$ cat src/rtl/nn_sld_pkg.sv
// Shared encodings, FSM states and config helpers for the sliding-window sequencer.
package nn_sld_pkg;

  localparam logic [1:0] MODE_3X3 = 2'b00;

  typedef enum logic [2:0] {
    S_IDLE,
    S_CHECK,
    S_PRIME,
    S_WAIT,
    S_SLIDE,
    S_DONE
  } state_t;

  // Kernel width in columns: 3 for the 3x3 mode, 6 for every other mode.
  function automatic logic [2:0] kernel_w(input logic [1:0] mode);
    return (mode == MODE_3X3) ? 3'd3 : 3'd6;
  endfunction

  // A stride of zero behaves as a stride of one.
  function automatic logic [1:0] norm_stride(input logic [1:0] stride);
    return (stride == 2'd0) ? 2'd1 : stride;
  endfunction

endpackage

$ cat src/rtl/nn_sld_ctrl_if.sv
// Config, activation-buffer, register-file and PE handshake bundle of the sliding-window sequencer.
interface nn_sld_ctrl_if #(
  parameter int DATA_WIDTH = 8,
  parameter int ROW_NUM    = 6,
  parameter int COL_W      = 8,
  parameter int BAND_W     = 6
);
  localparam int TOTAL_DATA_WIDTH = DATA_WIDTH * ROW_NUM;

  logic                        i_start;
  logic [1:0]                  i_mode;
  logic                        i_half;
  logic [1:0]                  i_stride;
  logic [COL_W-1:0]            i_img_w;
  logic [BAND_W-1:0]           i_bands;
  logic                        o_rd_en;
  logic [BAND_W+COL_W-1:0]     o_rd_addr;
  logic [TOTAL_DATA_WIDTH-1:0] i_rd_data;
  logic [TOTAL_DATA_WIDTH-1:0] o_sld_data;
  logic                        o_sld_shift;
  logic [1:0]                  o_sld_mode;
  logic                        o_sld_3x3;
  logic                        o_win_valid;
  logic                        i_win_ready;
  logic                        o_busy;
  logic                        o_done;
  logic                        o_err;

  modport master (
    input  i_start, i_mode, i_half, i_stride, i_img_w, i_bands, i_rd_data, i_win_ready,
    output o_rd_en, o_rd_addr, o_sld_data, o_sld_shift, o_sld_mode, o_sld_3x3,
           o_win_valid, o_busy, o_done, o_err
  );

  modport slave (
    output i_start, i_mode, i_half, i_stride, i_img_w, i_bands, i_rd_data, i_win_ready,
    input  o_rd_en, o_rd_addr, o_sld_data, o_sld_shift, o_sld_mode, o_sld_3x3,
           o_win_valid, o_busy, o_done, o_err
  );

endinterface

$ cat src/rtl/nn_sld_addr_gen.sv
// Band/column counters for the activation-buffer read address plus end-of-row and last-band flags.
module nn_sld_addr_gen
  import nn_sld_pkg::*;
#(
  parameter int COL_W  = 8,
  parameter int BAND_W = 6
) (
  input  logic                    clk,
  input  logic                    rst_n,
  input  logic                    clr,
  input  logic                    col_inc,
  input  logic                    band_inc,
  input  logic [1:0]              stride,
  input  logic [COL_W-1:0]        img_w,
  input  logic [BAND_W-1:0]       bands,
  output logic [BAND_W+COL_W-1:0] addr,
  output logic                    slide_ok,
  output logic                    last_band
);

  localparam int CW1 = COL_W + 1;
  localparam int BW1 = BAND_W + 1;

  logic [COL_W-1:0]  col_reg;
  logic [BAND_W-1:0] band_reg;
  logic [CW1-1:0]    col_end;

  always_ff @(posedge clk) begin
    if (!rst_n) begin
      col_reg  <= '0;
      band_reg <= '0;
    end else if (clr) begin
      col_reg  <= '0;
      band_reg <= '0;
    end else if (band_inc) begin
      band_reg <= band_reg + BAND_W'(1);
      col_reg  <= '0;
    end else if (col_inc) begin
      col_reg  <= col_reg + COL_W'(1);
    end
  end

  // One extra bit so a full-width image never wraps the end-of-row test.
  assign col_end   = {1'b0, col_reg} + CW1'(norm_stride(stride));
  assign slide_ok  = (col_end <= {1'b0, img_w});
  assign last_band = (({1'b0, band_reg} + BW1'(1)) >= {1'b0, bands});
  assign addr      = {band_reg, col_reg};

endmodule

$ cat src/rtl/nn_sld_ctrl.sv
// Sliding-window sequencer: primes and slides the RF from the activation buffer and hands each
// complete window to the PE array, band by band.
module nn_sld_ctrl
  import nn_sld_pkg::*;
#(
  parameter int DATA_WIDTH = 8,
  parameter int ROW_NUM    = 6,
  parameter int COL_W      = 8,
  parameter int BAND_W     = 6
) (
  input  logic         i_clk,
  input  logic         i_rst,
  nn_sld_ctrl_if.master bus
);

  state_t            state_reg;
  logic [1:0]        mode_reg;
  logic [1:0]        stride_reg;
  logic [COL_W-1:0]  img_w_reg;
  logic [BAND_W-1:0] bands_reg;
  logic [2:0]        k_reg;
  logic [2:0]        cnt_reg;
  logic              sld_3x3_reg;
  logic              rd_en_reg;
  logic              shift_reg;
  logic              pend_reg;
  logic              valid_reg;
  logic              busy_reg;
  logic              done_reg;
  logic              err_reg;

  logic              cfg_bad;
  logic              burst_last;
  logic              handshake;
  logic              band_inc;
  logic              slide_ok;
  logic              last_band;

  assign cfg_bad    = (img_w_reg < COL_W'(k_reg)) || (bands_reg == '0);
  assign burst_last = (state_reg == S_PRIME) ? (cnt_reg == k_reg - 3'd1)
                                             : (cnt_reg == {1'b0, stride_reg} - 3'd1);
  assign handshake  = (state_reg == S_WAIT) && valid_reg && bus.i_win_ready;
  assign band_inc   = handshake && !slide_ok && !last_band;

  nn_sld_addr_gen #(
    .COL_W  (COL_W),
    .BAND_W (BAND_W)
  ) u_addr_gen (
    .clk       (i_clk),
    .rst_n     (i_rst),
    .clr       (state_reg == S_CHECK),
    .col_inc   (rd_en_reg),
    .band_inc  (band_inc),
    .stride    (stride_reg),
    .img_w     (img_w_reg),
    .bands     (bands_reg),
    .addr      (bus.o_rd_addr),
    .slide_ok  (slide_ok),
    .last_band (last_band)
  );

  always_ff @(posedge i_clk) begin
    if (!i_rst) begin
      state_reg   <= S_IDLE;
      mode_reg    <= '0;
      stride_reg  <= '0;
      img_w_reg   <= '0;
      bands_reg   <= '0;
      k_reg       <= '0;
      cnt_reg     <= '0;
      sld_3x3_reg <= 1'b0;
      rd_en_reg   <= 1'b0;
      shift_reg   <= 1'b0;
      pend_reg    <= 1'b0;
      valid_reg   <= 1'b0;
      busy_reg    <= 1'b0;
      done_reg    <= 1'b0;
      err_reg     <= 1'b0;
    end else begin
      // Read data arrives one cycle after the strobe and is shifted straight into the RF.
      shift_reg <= rd_en_reg;
      done_reg  <= 1'b0;
      err_reg   <= 1'b0;
      case (state_reg)
        S_IDLE: begin
          if (bus.i_start) begin
            mode_reg    <= bus.i_mode;
            stride_reg  <= norm_stride(bus.i_stride);
            img_w_reg   <= bus.i_img_w;
            bands_reg   <= bus.i_bands;
            k_reg       <= kernel_w(bus.i_mode);
            sld_3x3_reg <= (bus.i_mode == MODE_3X3) && bus.i_half;
            busy_reg    <= 1'b1;
            state_reg   <= S_CHECK;
          end
        end
        S_CHECK: begin
          if (cfg_bad) begin
            done_reg  <= 1'b1;
            err_reg   <= 1'b1;
            busy_reg  <= 1'b0;
            state_reg <= S_DONE;
          end else begin
            cnt_reg   <= '0;
            rd_en_reg <= 1'b1;
            state_reg <= S_PRIME;
          end
        end
        S_PRIME, S_SLIDE: begin
          if (burst_last) begin
            rd_en_reg <= 1'b0;
            pend_reg  <= 1'b1;
            state_reg <= S_WAIT;
          end else begin
            cnt_reg <= cnt_reg + 3'd1;
          end
        end
        S_WAIT: begin
          // pend_reg covers the cycle in which the last shift is still landing in the RF.
          if (pend_reg) begin
            pend_reg  <= 1'b0;
            valid_reg <= 1'b1;
          end else if (handshake) begin
            valid_reg <= 1'b0;
            cnt_reg   <= '0;
            if (slide_ok) begin
              rd_en_reg <= 1'b1;
              state_reg <= S_SLIDE;
            end else if (!last_band) begin
              rd_en_reg <= 1'b1;
              state_reg <= S_PRIME;
            end else begin
              done_reg  <= 1'b1;
              busy_reg  <= 1'b0;
              state_reg <= S_DONE;
            end
          end
        end
        S_DONE: begin
          state_reg <= S_IDLE;
        end
        default: begin
          state_reg <= S_IDLE;
        end
      endcase
    end
  end

  for (genvar gi = 0; gi < ROW_NUM; gi++) begin : g_pix
    assign bus.o_sld_data[gi*DATA_WIDTH +: DATA_WIDTH] =
      shift_reg ? bus.i_rd_data[gi*DATA_WIDTH +: DATA_WIDTH] : '0;
  end

  assign bus.o_rd_en       = rd_en_reg;
  assign bus.o_sld_shift   = shift_reg;
  assign bus.o_sld_mode    = mode_reg;
  assign bus.o_sld_3x3     = sld_3x3_reg;
  assign bus.o_win_valid   = valid_reg;
  assign bus.o_busy        = busy_reg;
  assign bus.o_done        = done_reg;
  assign bus.o_err         = err_reg;

endmodule

$ cat src/flat_wrapper.sv
// flat-port wrapper written by rule: the top's interface ports become plain ports
module nn_sld_ctrl_flat import nn_sld_pkg::*;
#(
  parameter int DATA_WIDTH = 8,
  parameter int ROW_NUM    = 6,
  parameter int COL_W      = 8,
  parameter int BAND_W     = 6
)
  (i_clk, i_rst, bus_i_start, bus_i_mode, bus_i_half, bus_i_stride, bus_i_img_w, bus_i_bands, bus_i_rd_data, bus_i_win_ready, bus_o_rd_en, bus_o_rd_addr, bus_o_sld_data, bus_o_sld_shift, bus_o_sld_mode, bus_o_sld_3x3, bus_o_win_valid, bus_o_busy, bus_o_done, bus_o_err);
  nn_sld_ctrl_if #(.DATA_WIDTH(DATA_WIDTH), .ROW_NUM(ROW_NUM), .COL_W(COL_W), .BAND_W(BAND_W)) bus_i ();
  input  logic i_clk;
  input  logic i_rst;
  input wire logic [$bits(bus_i.i_start)-1:0] bus_i_start;
  input wire logic [$bits(bus_i.i_mode)-1:0] bus_i_mode;
  input wire logic [$bits(bus_i.i_half)-1:0] bus_i_half;
  input wire logic [$bits(bus_i.i_stride)-1:0] bus_i_stride;
  input wire logic [$bits(bus_i.i_img_w)-1:0] bus_i_img_w;
  input wire logic [$bits(bus_i.i_bands)-1:0] bus_i_bands;
  input wire logic [$bits(bus_i.i_rd_data)-1:0] bus_i_rd_data;
  input wire logic [$bits(bus_i.i_win_ready)-1:0] bus_i_win_ready;
  output wire logic [$bits(bus_i.o_rd_en)-1:0] bus_o_rd_en;
  output wire logic [$bits(bus_i.o_rd_addr)-1:0] bus_o_rd_addr;
  output wire logic [$bits(bus_i.o_sld_data)-1:0] bus_o_sld_data;
  output wire logic [$bits(bus_i.o_sld_shift)-1:0] bus_o_sld_shift;
  output wire logic [$bits(bus_i.o_sld_mode)-1:0] bus_o_sld_mode;
  output wire logic [$bits(bus_i.o_sld_3x3)-1:0] bus_o_sld_3x3;
  output wire logic [$bits(bus_i.o_win_valid)-1:0] bus_o_win_valid;
  output wire logic [$bits(bus_i.o_busy)-1:0] bus_o_busy;
  output wire logic [$bits(bus_i.o_done)-1:0] bus_o_done;
  output wire logic [$bits(bus_i.o_err)-1:0] bus_o_err;
  assign bus_i.i_start = bus_i_start;
  assign bus_i.i_mode = bus_i_mode;
  assign bus_i.i_half = bus_i_half;
  assign bus_i.i_stride = bus_i_stride;
  assign bus_i.i_img_w = bus_i_img_w;
  assign bus_i.i_bands = bus_i_bands;
  assign bus_i.i_rd_data = bus_i_rd_data;
  assign bus_i.i_win_ready = bus_i_win_ready;
  assign bus_o_rd_en = bus_i.o_rd_en;
  assign bus_o_rd_addr = bus_i.o_rd_addr;
  assign bus_o_sld_data = bus_i.o_sld_data;
  assign bus_o_sld_shift = bus_i.o_sld_shift;
  assign bus_o_sld_mode = bus_i.o_sld_mode;
  assign bus_o_sld_3x3 = bus_i.o_sld_3x3;
  assign bus_o_win_valid = bus_i.o_win_valid;
  assign bus_o_busy = bus_i.o_busy;
  assign bus_o_done = bus_i.o_done;
  assign bus_o_err = bus_i.o_err;
  nn_sld_ctrl #(.DATA_WIDTH(DATA_WIDTH), .ROW_NUM(ROW_NUM), .COL_W(COL_W), .BAND_W(BAND_W)) u_core (.i_clk(i_clk), .i_rst(i_rst), .bus(bus_i));
endmodule
$ cat config.mk
export PLATFORM = sky130hd
export DESIGN_NAME = nn_sld_ctrl_flat
export DESIGN_NICKNAME = d
export VERILOG_FILES = /design/src/rtl/nn_sld_pkg.sv /design/src/rtl/nn_sld_ctrl_if.sv /design/src/rtl/nn_sld_addr_gen.sv /design/src/rtl/nn_sld_ctrl.sv /design/src/flat_wrapper.sv
export SDC_FILE = /design/constraint.sdc
export NUM_CORES = 1
export LEC_CHECK = 0
export CORE_MARGIN = 4
export CORE_UTILIZATION = 40
export CTS_CLUSTER_SIZE = 40
export DETAILED_ROUTE_END_ITERATION = 8
export HOLD_SLACK_MARGIN = 0.15
export MAX_ROUTING_LAYER = met4
export PLACE_DENSITY_LB_ADDON = 0.1
export SYNTH_ARGS = -nofsm -noshare
export SYNTH_HDL_FRONTEND = slang
export SYNTH_SLANG_ARGS = --single-unit
$ cat constraint.sdc
create_clock -name i_clk -period 3.6 [get_ports i_clk]
set_clock_uncertainty 0.15 [all_clocks]
set_input_delay 0.36 -clock i_clk [delete_from_list [all_inputs] [get_ports i_clk]]
set_output_delay 0.36 -clock i_clk [all_outputs]
set_load 0.02 [all_outputs]
==> impl_results.md <==
- Outcome: finished clean
- Hold Crit Start: u_core.bus.o_sld_mode[1]$_SDFFE_PN0P_
- Hold Path Cell Cnt: 2
- Total CTS buffers: 5
- Finished Cell Area: 4840 sq um
- Root Driver: clkbuf_8
- Worst r2r src: u_core.stride_reg[0]$_SDFFE_PN0P_
- Pre-Repair DR Iteration Count: 4
- Unrepaired setup endpoints after global routing: false
- Hold slack: 323 ps
- XOR/XNOR Fraction of Synth Area: 0.0541
- Commonest non-fill, non-tap cell in the layout: clkdlybuf4s50_1
- Post-Syn Instances: 415
- Dominant synthesized flop cell: dfxtp_1
- Fmax achieved: 302 MHz
- HPWL Detailed: 7700 microns
- Fill cell count: 719
- CTS tree: done
- Clk_lat worst skew: 310 ps
- WL final: 9570 microns
- Crit path capture type: flip-flop
- H-tree levels: 2
- Starting DRT DRC Count: 210
- Post-Syn Nets: 509
- Number of I/O pins: 142
- WP data arrival: 3410 ps
- Slew Limit Fails: 0
- Hold_buf cts: 0
- Final hold violations: 0
- Min-delay worst type: reg -> reg
- VDD IR max: 0.299 mV
- Mux contribution to synthesized area: 0.00928
- Post-synthesis adder-cell area fraction: 0.0913
- DRC viols: 0
- Largest net degree at the start of global routing: 50
- First-pass GRT wire length: 15300 microns
- Post-Synth Simple-Gate Area: 0.319
- Setup-failing EPs final: 0
- Placer Congestion: 0.931
- Area Growth Syn to Fin: 49.7%
- Slowest stage delay, CP: 480 ps
- Synth Area in Compound Gates: 0.162
- Max cap viols: 0
- Worst-Margin Slew: 630 ps
- Post-DRT Antenna Nets: 0
- Critical Path RT: 3700 ps
- Die Ht: 97.9 microns
- Clock Sink Count: 49
- Setup TNS: 0 ps
- Fraction of layout cells with a size suffix above 1: 0.0474
- Crit share post-route: 0.918
- Port buffer count: 141
- Max Root-Sink Buffers: 2
- Initial Util: 0.414
- Die Area: 9590 sq um
- Slew headroom: 0.578
- Clk slew on worst S/H paths: 100 ps
- Max stage delay cell, worst path: or4_1
- Yosys reg bits: 49
- Total power: 2.31 mW
- Die W: 97.9 microns
- Setup Buffers After CTS: 0
- Largest family of logic cells by synthesized area: simple AND/OR/NAND/NOR gates
- Static Leak: 1.85 nW
- Initial antenna violation count: 0
- Synthesis Warnings: 0
- EDFF count, synth: 0
- Rows: 32
- Crit path from: u_core.stride_reg[0]$_SDFFE_PN0P_
- Total track usage: 0.199
- DP Area: 4730 sq um
- Number of global-route vias before repair: 2928
- CP Cell Sequence: nand2b_1 -> ha_1 -> inv_1 -> fa_1 -> nor2b_2 -> nand2_1 -> xnor2_1 -> ha_1 -> nand2_1 -> a211oi_2 -> o211ai_1 -> buf_4 -> or4_1 -> a21oi_1
- Most frequent cells in the layout: clkdlybuf4s50_1 (141), nand2_1 (63), and2_1 (50), dfxtp_1 (48), inv_1 (24)
- CP Max Fanout: 14
- PD cells: 478 nW/um^2
- Layout Nets: 641
- Sequential share of the synthesized area: 0.303
- Syn Std Cell Area: 3240 sq um
- ANT cells: 0
- Synth unique cells: 54
- Setup CP Type: reg -> reg
- Total core area: 7810 sq um
- Wirelength per Cell: 14.7 microns
- Crit path time final: 3310 ps
- Vias: 3241
- Post-synth ARST share: 0
- Syn_area_per_cell: 7.80 sq um
- # resized after CTS: 0
- Via density: 4.99
- Grt ovf: 0
- FF-to-FF path depth: 14
- Startpoint Class: flip-flop
==> cell usage after synthesis (4+ instances only) <==
cell | n | area share
a31oi_1 | 4 | 0.0077
a211oi_1 | 4 | 0.0093
nand3b_1 | 4 | 0.0093
nand2_1 | 63 | 0.073
nor2b_1 | 6 | 0.012
xor2_1 | 8 | 0.022
nor3_1 | 6 | 0.0093
nand4_1 | 4 | 0.0077
or4_1 | 6 | 0.014
nand3_1 | 11 | 0.017
nand2b_1 | 4 | 0.0077
ha_1 | 22 | 0.085
o211ai_1 | 5 | 0.012
buf_2 | 7 | 0.011
clkbuf_1 | 15 | 0.017
a21oi_1 | 14 | 0.022
dfxtp_1 | 49 | 0.30
inv_1 | 24 | 0.028
and2_1 | 50 | 0.097
xnor2_1 | 12 | 0.032
o21ai_0 | 11 | 0.017
a21boi_0 | 19 | 0.044
o21a_1 | 4 | 0.0093
nor2_1 | 22 | 0.026
==> final timing paths <==
path                                                      to  slack [ps]
setup reg to reg  u_core.u_addr_gen.band_reg[2]$_SDFFE_PP0P_         290
hold reg to reg        u_core.bus.o_sld_mode[1]$_SDFFE_PN0P_         320
hold / removal         u_core.bus.o_sld_mode[1]$_SDFFE_PN0P_         320
setup / recovery  u_core.u_addr_gen.band_reg[2]$_SDFFE_PP0P_         290
==> kinds of logic (layout without fill, tap and decap cells) <==
kind of cell               after synthesis  in the layout
and+or+nand+nor                        194            194
AOI/OAI and AO/OA                       78             78
DFF                                     49             49
buffers and inverters                   48            181
adders and majority gates               23             23
xor gates and xnor gates                20             20
muxes                                    3              3
==> per-layer routing <==
layer / track usage / up-vias / part of all wire
li1: - / 1672 / -
met1: 0.253 / 1449 / 0.46
met2: 0.324 / 111 / 0.46
met3: 0.0479 / 9 / 0.067
met4: 0.0415 / 0 / 0.0097
met5: - / - / 0
==> report_power, final <==
group / internal (mW) / switching (mW) / total, mW
clock: 0.156 / 0.199 / 0.355
combinational: 0.555 / 0.655 / 1.21
sequential: 0.646 / 0.103 / 0.749
total: 1.36 / 0.958 / 2.31
==> worst max-delay path: cells and delay by family, from the launching register on <==
| family | cells | cell delay (ps) |
|---|---|---|
| xor+xnor | 1 | 160 |
| buf+inv | 2 | 250 |
| flops | 1 | 380 |
| simple gates | 5 | 920 |
| compound gates | 3 | 510 |
| fa+ha+maj | 3 | 880 |
==> layout make-up <==
| type | count | area (sq um) | share of cell area |
|---|---|---|---|
| clock buffer | 6 | 82.6 | 0.0171 |
| clock inverter | 2 | 13.8 | 0.00284 |
| inverter | 24 | 90.1 | 0.0186 |
| multi-input combinational | 318 | 2070 | 0.428 |
| sequential | 49 | 985 | 0.203 |
| tap | 102 | 128 | 0.0264 |
| timing repair buffer | 149 | 1470 | 0.304 |
==> stage by stage <==
| step | util | setup WS [ps] | instances |
|---|---|---|---|
| 2_1_floorplan | - | 393 | 415 |
| 3_3_place_gp | 0.606 | 276 | 642 |
| 3_5_place_dp | 0.606 | 152 | 642 |
| 4_1_cts | 0.619 | 102 | 650 |
| 5_1_grt | 0.620 | 2.08 | 650 |
| 6_report | 0.620 | 294 | 650 |
No activity file was read; power rests on OpenSTA's default activity.
